--- src/rtl/lcd_pkg.sv ---
// Shared types and constants for the HD44780-style bus receiver.
// Holds the framing state encoding, the instruction prefixes and the address step helper.
package lcd_pkg;

    localparam int NIB_W = 4;

    typedef enum logic [1:0] {
        ST_MODE8 = 2'd0,
        ST_HI    = 2'd1,
        ST_LO    = 2'd2
    } frame_state_e;

    localparam logic [7:0] CLEAR   = 8'h01;
    localparam logic [7:0] HOME    = 8'h02;
    localparam logic [7:0] ENTRY   = 8'h04;
    localparam logic [7:0] DISPCTL = 8'h08;
    localparam logic [7:0] SHIFT   = 8'h10;
    localparam logic [7:0] FUNCSET = 8'h20;
    localparam logic [7:0] CGRAM   = 8'h40;
    localparam logic [7:0] DDRAM   = 8'h80;

    // Address counter wraps modulo 128 in both directions.
    function automatic logic [6:0] addr_step(input logic [6:0] addr, input logic up);
        return up ? addr + 7'd1 : addr - 7'd1;
    endfunction

endpackage

--- src/rtl/lcd_en_sync.sv ---
// Synchronises the host strobe, register select and nibble into clk, and flags each
// falling edge of enable together with the rs/nibble captured while it was high.
module lcd_en_sync
    import lcd_pkg::*;
#(
    parameter int SYNC_STAGES = 2
) (
    input  logic             clk,
    input  logic             reset,
    input  logic             en_i,
    input  logic             rs_i,
    input  logic [NIB_W-1:0] data_i,
    output logic             strobe_o,
    output logic             strobe_rs_o,
    output logic [NIB_W-1:0] strobe_nib_o
);

    logic [SYNC_STAGES-1:0] en_sync_q;
    logic [SYNC_STAGES-1:0] rs_sync_q;
    logic [SYNC_STAGES-1:0] vld_q;
    logic [NIB_W-1:0]       data_sync_q [SYNC_STAGES];
    logic                   en_prev_q;
    logic                   armed_q;
    logic                   cap_rs_q;
    logic [NIB_W-1:0]       cap_nib_q;
    logic                   en_s;

    assign en_s = en_sync_q[SYNC_STAGES-1];

    // vld_q tracks which synchroniser stages hold post-reset samples; a strobe is only
    // armed once a genuine low has reached the last stage, so an enable held high across
    // reset release cannot masquerade as a falling edge.
    always_ff @(posedge clk or posedge reset) begin
        if (reset) begin
            en_sync_q <= '0;
            rs_sync_q <= '0;
            vld_q     <= '0;
            for (int i = 0; i < SYNC_STAGES; i++) data_sync_q[i] <= '0;
            en_prev_q <= 1'b0;
            armed_q   <= 1'b0;
            cap_rs_q  <= 1'b0;
            cap_nib_q <= '0;
        end else begin
            en_sync_q      <= {en_sync_q[SYNC_STAGES-2:0], en_i};
            rs_sync_q      <= {rs_sync_q[SYNC_STAGES-2:0], rs_i};
            vld_q          <= {vld_q[SYNC_STAGES-2:0], 1'b1};
            data_sync_q[0] <= data_i;
            for (int i = 1; i < SYNC_STAGES; i++) data_sync_q[i] <= data_sync_q[i-1];
            en_prev_q <= en_s;
            if (vld_q[SYNC_STAGES-1] && !en_s) armed_q <= 1'b1;
            if (en_s) begin
                cap_rs_q  <= rs_sync_q[SYNC_STAGES-1];
                cap_nib_q <= data_sync_q[SYNC_STAGES-1];
            end
        end
    end

    assign strobe_o     = armed_q & ~en_s & en_prev_q;
    assign strobe_rs_o  = cap_rs_q;
    assign strobe_nib_o = cap_nib_q;

endmodule

--- src/rtl/lcd_rx.sv ---
// HD44780-compatible bus receiver: frames 4/8-bit strobes into bytes, decodes the
// instruction set that affects addressing/mode, and emits character writes.
module lcd_rx
    import lcd_pkg::*;
#(
    parameter int SYNC_STAGES = 2
) (
    input  logic       clk,
    input  logic       reset,
    input  logic       en,
    input  logic       rs,
    input  logic [3:0] data,
    output logic       byte_valid,
    output logic       byte_rs,
    output logic [7:0] byte_data,
    output logic       char_we,
    output logic [6:0] char_addr,
    output logic [7:0] char_data,
    output logic [6:0] ddram_addr,
    output logic       four_bit,
    output logic       two_line,
    output logic       display_on
);

    logic             strobe;
    logic             strobe_rs;
    logic [NIB_W-1:0] strobe_nib;

    lcd_en_sync #(.SYNC_STAGES(SYNC_STAGES)) u_en_sync (
        .clk          (clk),
        .reset        (reset),
        .en_i         (en),
        .rs_i         (rs),
        .data_i       (data),
        .strobe_o     (strobe),
        .strobe_rs_o  (strobe_rs),
        .strobe_nib_o (strobe_nib)
    );

    frame_state_e state_q;
    logic [3:0]   hi_q;
    logic         four_bit_q;
    logic         two_line_q;
    logic         display_on_q;
    logic         inc_q;
    logic [6:0]   ddram_q;
    logic         byte_valid_q;
    logic         byte_rs_q;
    logic [7:0]   byte_data_q;
    logic         char_we_q;
    logic [6:0]   char_addr_q;
    logic [7:0]   char_data_q;

    logic         emit_d;
    logic [7:0]   byte_d;

    always_comb begin
        emit_d = 1'b0;
        byte_d = {strobe_nib, 4'h0};
        case (state_q)
            ST_MODE8: emit_d = strobe;
            ST_LO: begin
                emit_d = strobe;
                byte_d = {hi_q, strobe_nib};
            end
            default: emit_d = 1'b0;
        endcase
    end

    always_ff @(posedge clk or posedge reset) begin
        if (reset) begin
            state_q      <= ST_MODE8;
            hi_q         <= 4'h0;
            four_bit_q   <= 1'b0;
            two_line_q   <= 1'b0;
            display_on_q <= 1'b0;
            inc_q        <= 1'b1;
            ddram_q      <= 7'h00;
            byte_valid_q <= 1'b0;
            byte_rs_q    <= 1'b0;
            byte_data_q  <= 8'h00;
            char_we_q    <= 1'b0;
            char_addr_q  <= 7'h00;
            char_data_q  <= 8'h00;
        end else begin
            byte_valid_q <= 1'b0;
            char_we_q    <= 1'b0;
            if (strobe) begin
                case (state_q)
                    ST_HI: begin
                        hi_q    <= strobe_nib;
                        state_q <= ST_LO;
                    end
                    ST_LO:   state_q <= ST_HI;
                    default: state_q <= state_q;
                endcase
                if (emit_d) begin
                    byte_valid_q <= 1'b1;
                    byte_rs_q    <= strobe_rs;
                    byte_data_q  <= byte_d;
                    if (strobe_rs) begin
                        char_we_q   <= 1'b1;
                        char_addr_q <= ddram_q;
                        char_data_q <= byte_d;
                        ddram_q     <= addr_step(ddram_q, inc_q);
                    end else if (|(byte_d & DDRAM)) begin
                        ddram_q <= byte_d[6:0];
                    end else if (|(byte_d & CGRAM)) begin
                        ddram_q <= ddram_q;
                    end else if (|(byte_d & FUNCSET)) begin
                        // Overrides the HI/LO advance above; two_line is only trusted
                        // once the host has committed to a bus width.
                        state_q    <= byte_d[4] ? ST_MODE8 : ST_HI;
                        four_bit_q <= ~byte_d[4];
                        if (state_q != ST_MODE8) two_line_q <= byte_d[3];
                    end else if (|(byte_d & SHIFT)) begin
                        if (!byte_d[3]) ddram_q <= addr_step(ddram_q, byte_d[2]);
                    end else if (|(byte_d & DISPCTL)) begin
                        display_on_q <= byte_d[2];
                    end else if (|(byte_d & ENTRY)) begin
                        inc_q <= byte_d[1];
                    end else if (|(byte_d & HOME)) begin
                        ddram_q <= 7'h00;
                    end else if (|(byte_d & CLEAR)) begin
                        ddram_q <= 7'h00;
                        inc_q   <= 1'b1;
                    end
                end
            end
        end
    end

    assign byte_valid = byte_valid_q;
    assign byte_rs    = byte_rs_q;
    assign byte_data  = byte_data_q;
    assign char_we    = char_we_q;
    assign char_addr  = char_addr_q;
    assign char_data  = char_data_q;
    assign ddram_addr = ddram_q;
    assign four_bit   = four_bit_q;
    assign two_line   = two_line_q;
    assign display_on = display_on_q;

endmodule

--- config.mk ---
export PLATFORM = sky130hd
export DESIGN_NAME = lcd_rx
export DESIGN_NICKNAME = d
export VERILOG_FILES = /design/src/rtl/lcd_pkg.sv /design/src/rtl/lcd_en_sync.sv /design/src/rtl/lcd_rx.sv
export SDC_FILE = /design/constraint.sdc
export NUM_CORES = 1
export LEC_CHECK = 0
export CORE_MARGIN = 4
export CORE_UTILIZATION = 48
export CTS_CLUSTER_DIAMETER = 120
export CTS_CLUSTER_SIZE = 8
export DETAILED_ROUTE_END_ITERATION = 6
export GPL_ROUTABILITY_DRIVEN = 0
export GPL_TIMING_DRIVEN = 0
export HOLD_SLACK_MARGIN = 0.08
export PLACE_DENSITY_LB_ADDON = 0.2
export SLEW_MARGIN = 10
export SYNTH_ARGS = -nofsm -noshare
export SYNTH_HDL_FRONTEND = slang
export SYNTH_SLANG_ARGS = --single-unit
--- constraint.sdc ---
create_clock -name clk -period 1.9 [get_ports clk]
set_input_delay 0.38 -clock clk [delete_from_list [all_inputs] [get_ports clk]]
set_output_delay 0.38 -clock clk [all_outputs]
set_load 0.02 [all_outputs]
=== Yosys cells after proc, flatten, opt, wreduce, memory -nomap -nowiden ===
Index checks and enable logic that the tools add are counted.

* Memory bits (read-only): 0
* Memory bits (writable): 0
* Bits of input ports: 8
* Word-level logic and storage cells: 84
* Register bits: 64
* Memories: 0
* Bits in latches: 0

* Bitwise operators: 9
* $mul: 0
* Divide/modulo/power cells: 0
* Shift operators: 0
* $lt $le $gt $ge: 0
* Muxes and demuxes: 29
* Equal/unequal tests: 7
* Reductions and logical operators: 15
* $add $sub $neg: 2

{| class="wikitable"
|+ Operators by type and width
! cell !! number
|-
| $mux W7 || 12
|-
| $reduce_and A7 Y1 || 2
|-
| $mux W1 || 10
|-
| $mux W2 || 5
|-
| $reduce_and A10 Y1 || 1
|-
| $ne A3 B1 Y1 const B || 3
|-
| $mux W8 || 1
|-
| $reduce_and A8 Y1 || 1
|-
| $add A7 B1 Y7 const B || 1
|-
| $not A1 Y1 || 7
|-
| $sub A7 B1 Y7 const B || 1
|-
| $reduce_and A6 Y1 || 1
|-
| $reduce_bool A5 Y1 || 1
|-
| $ne A4 B1 Y1 const B || 1
|-
| $pmux W2 S2 || 1
|-
| $reduce_and A2 Y1 || 2
|-
| $reduce_bool A2 Y1 || 2
|-
| $reduce_and A3 Y1 || 1
|-
| $and A1 B1 Y1 || 2
|-
| $eq A2 B1 Y1 const B || 1
|-
| $eq A2 B2 Y1 const B || 1
|-
| $logic_not A2 Y1 || 1
|-
| $ne A2 B1 Y1 const B || 1
|-
| $reduce_or A2 Y1 || 1
|-
| 2 further kinds || 2
|}

=== Logic depth before layout (Yosys ltp) ===
Gate-level depths: netlist of the first run.

* Depth after elaboration: 11
* Depth in mapped cells: 10

=== By module ===
A second synthesis of the first run with hierarchy kept.

* Cell total of the unflattened synthesis: 277
* Area total of the unflattened synthesis: 3017.9 sq um

{| class="wikitable"
|+ By module, submodules not included
! module !! seq. area each (sq um) !! cells each !! area an instance (sq um) !! times used
|-
| lcd_rx || 1077.3 || 245 || 2381.0 || 1
|-
| lcd_en_sync || 525.5 || 32 || 636.9 || 1
|}

=== Least setup slack after synthesis of the first run ===
No wires, ideal clock.

* Kind: register to register
* Start point: register state_q[0]
* End point: register two_line_q (netlist: two_line)
* Required time: 1.774 ns
* Arrival time: 1.943 ns
* Library setup time: 0.126 ns
* Stages on the path, launching flop included: 10
* Path slack: -0.169 ns
* Path buffers: 1
* Cell sequence: dfrtp_1 > inv_1 > ha_1 > mux2i_4 > and2b_1 > nand3_2 > or3_1 > buf_2 > o21ai_2 > o31ai_2

* Cells in the longest elaborated chain, start to end: 4
* Elaborated cells on any way between the ends: 9
* Classes of those cells: eq/ne (1); mux (2); bitwise (2); reduce/logical (4)

{| class="wikitable"
|+ Ends and longest elaborated chain
! element !! line !! source
|-
| start, declared || lcd_rx.sv:40 || <nowiki>frame_state_e state_q;</nowiki>
|-
| start signal, assigned || lcd_rx.sv:95 || <nowiki>default: state_q <= state_q;</nowiki>
|-
| start signal, assigned || lcd_rx.sv:113 || <nowiki>state_q <= byte_d[4] ? ST_MODE8 : ST_HI;</nowiki>
|-
| $eq A2 B2 Y1 / $logic_not A2 Y1 (equally long branches) || lcd_rx.sv:60 || <nowiki>case (state_q)</nowiki>
|-
| $reduce_or A2 Y1 (no line) / $mux W8 (equally long branches) || -- ||
|-
| $mux W1 / $not A1 Y1 (equally long branches) || -- ||
|-
| $reduce_and A7 Y1 (no line) || -- ||
|-
| end signal, assigned || lcd_rx.sv:115 || <nowiki>if (state_q != ST_MODE8) two_line_q <= byte_d[3];</nowiki>
|-
| end, declared || lcd_rx.sv:43 || <nowiki>logic two_line_q;</nowiki>
|}

Several ways; a longest one is shown, not always the timed one.
A chain may end at the register's enable or synchronous reset.

=== Final worst setup path of the first run ===
* Start point: register state_q[0]
* End point: register ddram_q[4] (netlist: ddram_addr[4])

* Cells in the longest elaborated chain, start to end: 10
* Elaborated cells on any way between the ends: 21
* Classes of those cells: eq/ne (5); mux (12); reduce/logical (4)

{| class="wikitable"
|+ Ends and longest elaborated chain
! element !! line !! source
|-
| $eq A2 B2 Y1 || lcd_rx.sv:60 ||
|-
| $mux W8 || lcd_rx.sv:60 ||
|-
| $mux W7 || lcd_rx.sv:122 || <nowiki>end else if (|(byte_d & HOME)) begin</nowiki>
|-
| $mux W7 || lcd_rx.sv:120 || <nowiki>end else if (|(byte_d & ENTRY)) begin</nowiki>
|-
| $mux W7 || lcd_rx.sv:118 || <nowiki>end else if (|(byte_d & DISPCTL)) begin</nowiki>
|-
| $mux W7 || lcd_rx.sv:116 || <nowiki>end else if (|(byte_d & SHIFT)) begin</nowiki>
|-
| $mux W7 || lcd_rx.sv:110 || <nowiki>end else if (|(byte_d & FUNCSET)) begin</nowiki>
|-
| $mux W7 || lcd_rx.sv:108 || <nowiki>end else if (|(byte_d & CGRAM)) begin</nowiki>
|-
| $mux W7 || lcd_rx.sv:106 || <nowiki>end else if (|(byte_d & DDRAM)) begin</nowiki>
|-
| $mux W7 || lcd_rx.sv:101 || <nowiki>if (strobe_rs) begin</nowiki>
|-
| end signal, assigned || lcd_rx.sv:105 || <nowiki>ddram_q <= addr_step(ddram_q, inc_q);</nowiki>
|-
| end signal, assigned || lcd_rx.sv:107 || <nowiki>ddram_q <= byte_d[6:0];</nowiki>
|-
| end signal, assigned || lcd_rx.sv:109 || <nowiki>ddram_q <= ddram_q;</nowiki>
|-
| end, declared || lcd_rx.sv:46 || <nowiki>logic [6:0] ddram_q;</nowiki>
|}

Several ways; a longest one is shown, not always the timed one. The select of a mux whose other input is x is not followed.

==> impl_metrics.yaml, run 1 <==
finish:
  final_common_cell: "dfrtp_1"
  syn2layout_area_growth_pct: 46.27
  final_cell_mix: "58 x dfrtp_1, 41 x clkdlybuf4s50_1, 32 x nand2_1, 25 x buf_4, 18 x o21ai_0"
  nets: 373
  diodes: 0
  postLayoutCoreUtil: 0.7246
  drive_gt1_frac: 0.3324
sta:
  holdWs_ns: 0.3508
  max_slew.worst_pin.slew_ns: 0.6149
  min_period_ns: 2.066
  finalHoldViolCount: 0
  drv_slew: 0
  fin_ws_ns: -0.1656
  setup_viol: 12
  rsz0062_at_grt: "true"
  fmax_mhz: 484.1
  finalClockSkew_ns: 0.006235
  finalCritPeriodShare: 1.087
  relSlewSlack: 0.5901
synthesis:
  synth.avg_cell_area_sq_um: 10.77
  yosysTopAreaCell: "dfrtp_1"
  yosysUniqueCellTypes: 50
  netlist_instances: 274
  synth_seq_cells: 64
  netlist_top_cells_area: "dfrtp_1 53%, mux2_2 5.3%, nand2_1 4.8%"
  synthFlopType: "dfrtp_1"
  async_reset_ff_frac: 1.000
  synth_edf_count: 0
  syn_area_sq_um: 2950
  ys_warn_count: 0
  synth_top_area_share: 0.5344
  synth-seq-area-share: 0.5433
  synth_fp_nets: 288
worst_setup_path:
  path_delay_family: "compound AO/OA/AOI/OAI gates"
  arrival_ns: 2.30
  critPathKind: "reg2reg"
  cp_max_fo: 7
  crit_chain: "inv_2, ha_4, buf_8, nand2_1, o21ai_2, o2111ai_4, a21oi_4, a21bo_1, a32o_1"
  worstSetupEndpointType: "flop"
  worst_setup_path_start_kind: "flop"
  slowest_delay_ns: 0.39
  slowest_stage: "dfrtp_1"
  worst_ep_required_time_ns: 2.13
  crit_buf_inv: 2
power:
  p_leak_nw: 1.857
  ir_drop_mv: 0.8195
  p_per_area_nw_per_um2: 1328
global_route:
  grt-busiest-layer: "met2"
  grt_use_met1: 0.2709
  grt.total_usage: 0.2009
  grt_max_degree: 27
  antenna_found_initial: 0
  grt_pass1_vias: 2385
  grt_use_met3: 0.04658
  use_met2: 0.3164
  gr-total-overflow: 0
  grt_pass1_wl_microns: 11550
routing:
  route.detailed.wl_per_inst_microns: 16.62
  antenna_left: 0
  drcViolationCount: 0
  viasPerCell: 5.490
  drtIter0Drc: 141
  totalWireLength_microns: 7294
  drt-pass1-iter-count: 5
  dr_total_vias: 2410
clock_network:
  htree_levels: 3
  clockBufferDepth: 2
  cts_sinks: 64
  cts_buffers: 9
  cts_root_buffer: "clkbuf_8"
  cts_hold_buf: 0
  clk_pin_slew_ns: 0.07
  cts_tree: "done"
  clk_latency_ns: 0.34
run:
  max_cap_violations: 0
placed_design:
  dp_hpwl_microns: 4470
  port_buffers: 43
floorplanning:
  num_rows: 28
  core_area_sq_um: 5956
  die-area_sq_um: 7465
  die_height_microns: 86.40
  start_util: 0.4954
  fp.dieW_microns: 86.40
  io_pins: 44
status:
  violations: "setup timing"
  status: "finished, violations left"
min_path:
  hold_class: "reg2reg"
registers in the layout, indices dropped and copies added, names as in the netlist:
register,cells
u_en_sync.rs_sync_q,2
u_en_sync.data_sync_q,8
u_en_sync.strobe_nib_o,4
char_addr,7
byte_valid,1
hi_q,4
ddram_addr,7
char_data,8
four_bit,1
char_we,1
u_en_sync.en_prev_q,1
u_en_sync.en_sync_q,2
byte_rs,1
byte_data,8
display_on,1
two_line,1
u_en_sync.vld_q,2
u_en_sync.strobe_rs_o,1
inc_q,1
state_q,2
u_en_sync.armed_q,1
worst reg2reg max path: stages (launching register included):
cell and delay (ns):
dfrtp_1 0.39, inv_2 0.11, ha_4 0.18, buf_8 0.13, nand2_1 0.11, o21ai_2 0.23, o2111ai_4 0.14, a21oi_4 0.23
a21bo_1 0.23, a32o_1 0.21
layer usage:
metal	vias up	wire, microns
li1	1120	-
met1	1190	3175
met2	86	3605
met3	14	379
met4	0	133
met5	-	0
power by group:
part	leakage, nW	internal (W)	total, W	switching, W
sequential	0.787	0.00167	0.00196	0.000284
clock	0.113	0.000813	0.00135	0.000537
combinational	0.958	0.00123	0.00242	0.00119
synthesized netlist by cell type (4+ instances only):
cell / instances
nand3_1: 8
buf_2: 7
nand2_1: 38
o21ai_0: 22
a31oi_1: 4
nor2_1: 14
xnor2_1: 4
inv_1: 9
dfrtp_1: 63
nor3_1: 5
a21oi_1: 12
or3_1: 6
mux2_2: 14
mux2i_1: 5
clkbuf_1: 5
ha_1: 6
cells by family (layout without fill, tap and decap cells):
logic type	after synthesis	count (layout)	share of synthesized area
flip-flops	64	64	0.5433
other	1	1	0.001271
AO/OA/AOI/OAI	62	62	0.1353
multiplexers	23	23	0.09542
AND/OR/NAND/NOR	85	85	0.1349
adder cells (fa/ha/maj)	6	6	0.02544
buffers and inverters	26	116	0.04368
XOR/XNOR	7	7	0.02078
final cells by class:
class / instances / area [sq um]
buffer: 15 / 122.6
clock buffer: 12 / 155.1
clock inverter: 4 / 76.32
fill: 423 / 1640
inverter: 10 / 41.29
multi-input combinational: 184 / 1456
sequential: 64 / 1609
tap: 75 / 93.84
timing repair buffer: 75 / 760.7
metrics by stage:
step                std cells  area [sq um]  TNS, ns  total power, W  worst slack, ns
floorplan                 274          3012  -0.1728        0.003164         -0.06831
global placement          392          3536   -6.760        0.003853          -0.3525
detailed placement        394          3583   -7.104        0.003911          -0.3572
CTS                       432          4131  -0.4963        0.005557         -0.09534
global route              439          4315   -2.370        0.006046          -0.2734
finish                    439          4315   -1.027        0.005731          -0.1656
final timing paths:
path / start / end / slack [ns] / cells after the start
hold / removal: u_en_sync.data_sync_q[5] / u_en_sync.data_sync_q[1] / 0.35 / 0
setup reg to reg: state_q[0] / ddram_addr[4] / -0.17 / 9
min in group asynchronous: reset / u_en_sync.data_sync_q[6] / 0.40 / 2
hold reg to reg: u_en_sync.data_sync_q[5] / u_en_sync.data_sync_q[1] / 0.35 / 0
max in group asynchronous: reset / inc_q / 0.79 / 4
setup / recovery: state_q[0] / ddram_addr[4] / -0.17 / 9
timing repair:
item,4_1_cts,5_1_grt
setup endpoints to repair,31,28
buffers inserted,22,7
resized for setup,35,27
gates cloned,0,1
pin swaps,14,8
No activity file was read; power rests on OpenSTA's default activity.
==> inputs of run 2 (changes only) <==
--- a/config.mk
+++ b/config.mk
@@ -6,12 +6,11 @@
 export NUM_CORES = 1
 export LEC_CHECK = 0
 export CORE_MARGIN = 4
-export CORE_UTILIZATION = 48
+export CORE_UTILIZATION = 55
 export CTS_CLUSTER_DIAMETER = 120
 export CTS_CLUSTER_SIZE = 8
 export DETAILED_ROUTE_END_ITERATION = 6
 export GPL_ROUTABILITY_DRIVEN = 0
-export GPL_TIMING_DRIVEN = 0
 export HOLD_SLACK_MARGIN = 0.08
 export PLACE_DENSITY_LB_ADDON = 0.2
 export SLEW_MARGIN = 10
==> constraint.sdc (replaced) <==
create_clock -name clk -period 2.7 [get_ports clk]
set_input_delay 0.54 -clock clk [delete_from_list [all_inputs] [get_ports clk]]
set_output_delay 0.54 -clock clk [all_outputs]
set_load 0.02 [all_outputs]
==> impl_metrics.yaml, run 2 (synthesis results as in run 1) <==
worst_setup_path:
  worst_setup_path_start_kind: "flop"
  path_delay_family: "simple AND/OR/NAND/NOR gates"
  arrival_ns: 2.78
  cp_max_fo: 12
  worstSetupEndpointType: "flop"
  crit_buf_inv: 1
  crit_chain: "inv_1, ha_1, mux2i_4, and2b_1, nand3_2, or3_1, o21ai_2, o31ai_2"
  critPathKind: "reg2reg"
  slowest_stage: "ha_1"
  slowest_delay_ns: 0.48
  worst_ep_required_time_ns: 2.93
routing:
  wl_met1_microns: 2685
  drcViolationCount: 0
  met2_length_microns: 2808
  viasPerCell: 5.559
  wl_met3_microns: 404
  drtIter0Drc: 106
  route.detailed.wl_per_inst_microns: 15.36
  drt-pass1-iter-count: 4
  dr_total_vias: 2196
  highest_layer: "met4"
  totalWireLength_microns: 6069
  antenna_left: 0
sta:
  setup_viol: 0
  setup_tns_ns: 0
  max_slew.worst_pin.slew_ns: 0.6612
  fmax_mhz: 392.6
  holdWs_ns: 0.3516
  relSlewSlack: 0.5586
  finalClockSkew_ns: 0.01068
  drv_slew: 0
  finalCritPeriodShare: 0.9433
  finalHoldViolCount: 0
  rsz0062_at_grt: "false"
  min_period_ns: 2.547
clock_network:
  clk_pin_slew_ns: 0.07
  clockBufferDepth: 2
  htree_levels: 3
  clk_latency_ns: 0.35
  cts_tree: "done"
  cts_root_buffer: "clkbuf_8"
  postCtsSetupRepairBufs: 0
  cts_sinks: 64
  cts_hold_buf: 0
  cts_buffers: 9
  cts_resized: 0
floorplanning:
  fp.dieW_microns: 81.24
  core_area_sq_um: 5140
  start_util: 0.5740
  num_rows: 26
  die-area_sq_um: 6600
  die_height_microns: 81.24
  io_pins: 44
min_path:
  hold_class: "reg2reg"
finish:
  nets: 334
  final_cell_mix: "63 x dfrtp_1, 43 x clkdlybuf4s50_1, 38 x nand2_1, 22 x o21ai_0"
  final_common_cell: "dfrtp_1"
  stdcell_count: 395
  postLayoutCoreUtil: 0.7111
  syn2layout_area_growth_pct: 23.88
  drive_gt1_frac: 0.1600
  fillers: 418
  diodes: 0
global_route:
  grt.total_usage: 0.2074
  grt_pass1_wl_microns: 10010
  antenna_found_initial: 0
  grt_max_degree: 33
  gr-total-overflow: 0
  grt_pass1_vias: 2081
placed_design:
  port_buffers: 43
  dp.cells: 379
  dp_hpwl_microns: 4350
power:
  p_leak_nw: 1.572
  intPower_w: 0.002232
  p_sw_frac: 0.3630
  ir_drop_mv: 0.5973
  p_clk_frac: 0.240
  seqPwrFrac: 0.404
  p_per_area_nw_per_um2: 958.6
  comb_power_share: 0.356
  power_w: 0.003503
  p_switching_w: 0.001272
run:
  max_cap_violations: 0
status:
  status: "completed"
==> run 2: final cells by class <==
type	instances	area [sq um]	area share
Timing Repair Buffer	51	503.0	0.1376
Tap cell	70	87.58	0.02396
Sequential cell	64	1603	0.4385
Inverter	10	37.54	0.01027
Clock inverter	6	67.56	0.01849
Clock buffer	10	137.6	0.03766
Multi-Input combinational cell	184	1219	0.3334
==> run 2: power by group through the flow <==
stage               clock network (W)  logic (W)  registers [W]
floorplan                           0   0.000636        0.00154
CTS                          0.000856    0.00126        0.00141
finish                       0.000842    0.00125        0.00141
global route                 0.000916    0.00135        0.00145
detailed placement                  0    0.00125        0.00143
global placement                    0    0.00122        0.00142
==> run 2: metal layers <==
layer  vias up  global-route usage
met5         -                   0
met4         0              0.1301
met3        12             0.05322
met2        85              0.3095
met1      1054              0.2694
li1       1045                   -
==> run 2: worst reg2reg max path: cells and delay by family, from the launching register on <==
family,cells,cell delay [ns]
AO/OA/AOI/OAI,2,0.25
adder cells (fa/ha/maj),1,0.48
buffers and inverters,1,0.12
flip-flops,1,0.41
multiplexers,1,0.39
AND/OR/NAND/NOR,3,0.78
==> run 2: final timing paths <==
| kind | cells past startpoint | startpoint | slack, ns | end |
|---|---|---|---|---|
| max | 8 | state_q[0] | 0.15 | two_line |
| min | 0 | u_en_sync.data_sync_q[5] | 0.35 | u_en_sync.data_sync_q[1] |
| max reg2reg | 8 | state_q[0] | 0.15 | two_line |
| min reg2reg | 0 | u_en_sync.data_sync_q[5] | 0.35 | u_en_sync.data_sync_q[1] |
| max in group asynchronous | 3 | reset | 1.52 | char_data[1] |
| min in group asynchronous | 2 | reset | 0.60 | char_addr[3] |
==> run 2: per-stage QoR <==
step / setup slack, ns / area, sq um
after floorplan: 0.5636 / 2950
after global placement: 0.2967 / 3450
after detailed placement: 0.1904 / 3450
after CTS: 0.1747 / 3655
after global routing: 0.01677 / 3655
final: 0.1531 / 3655
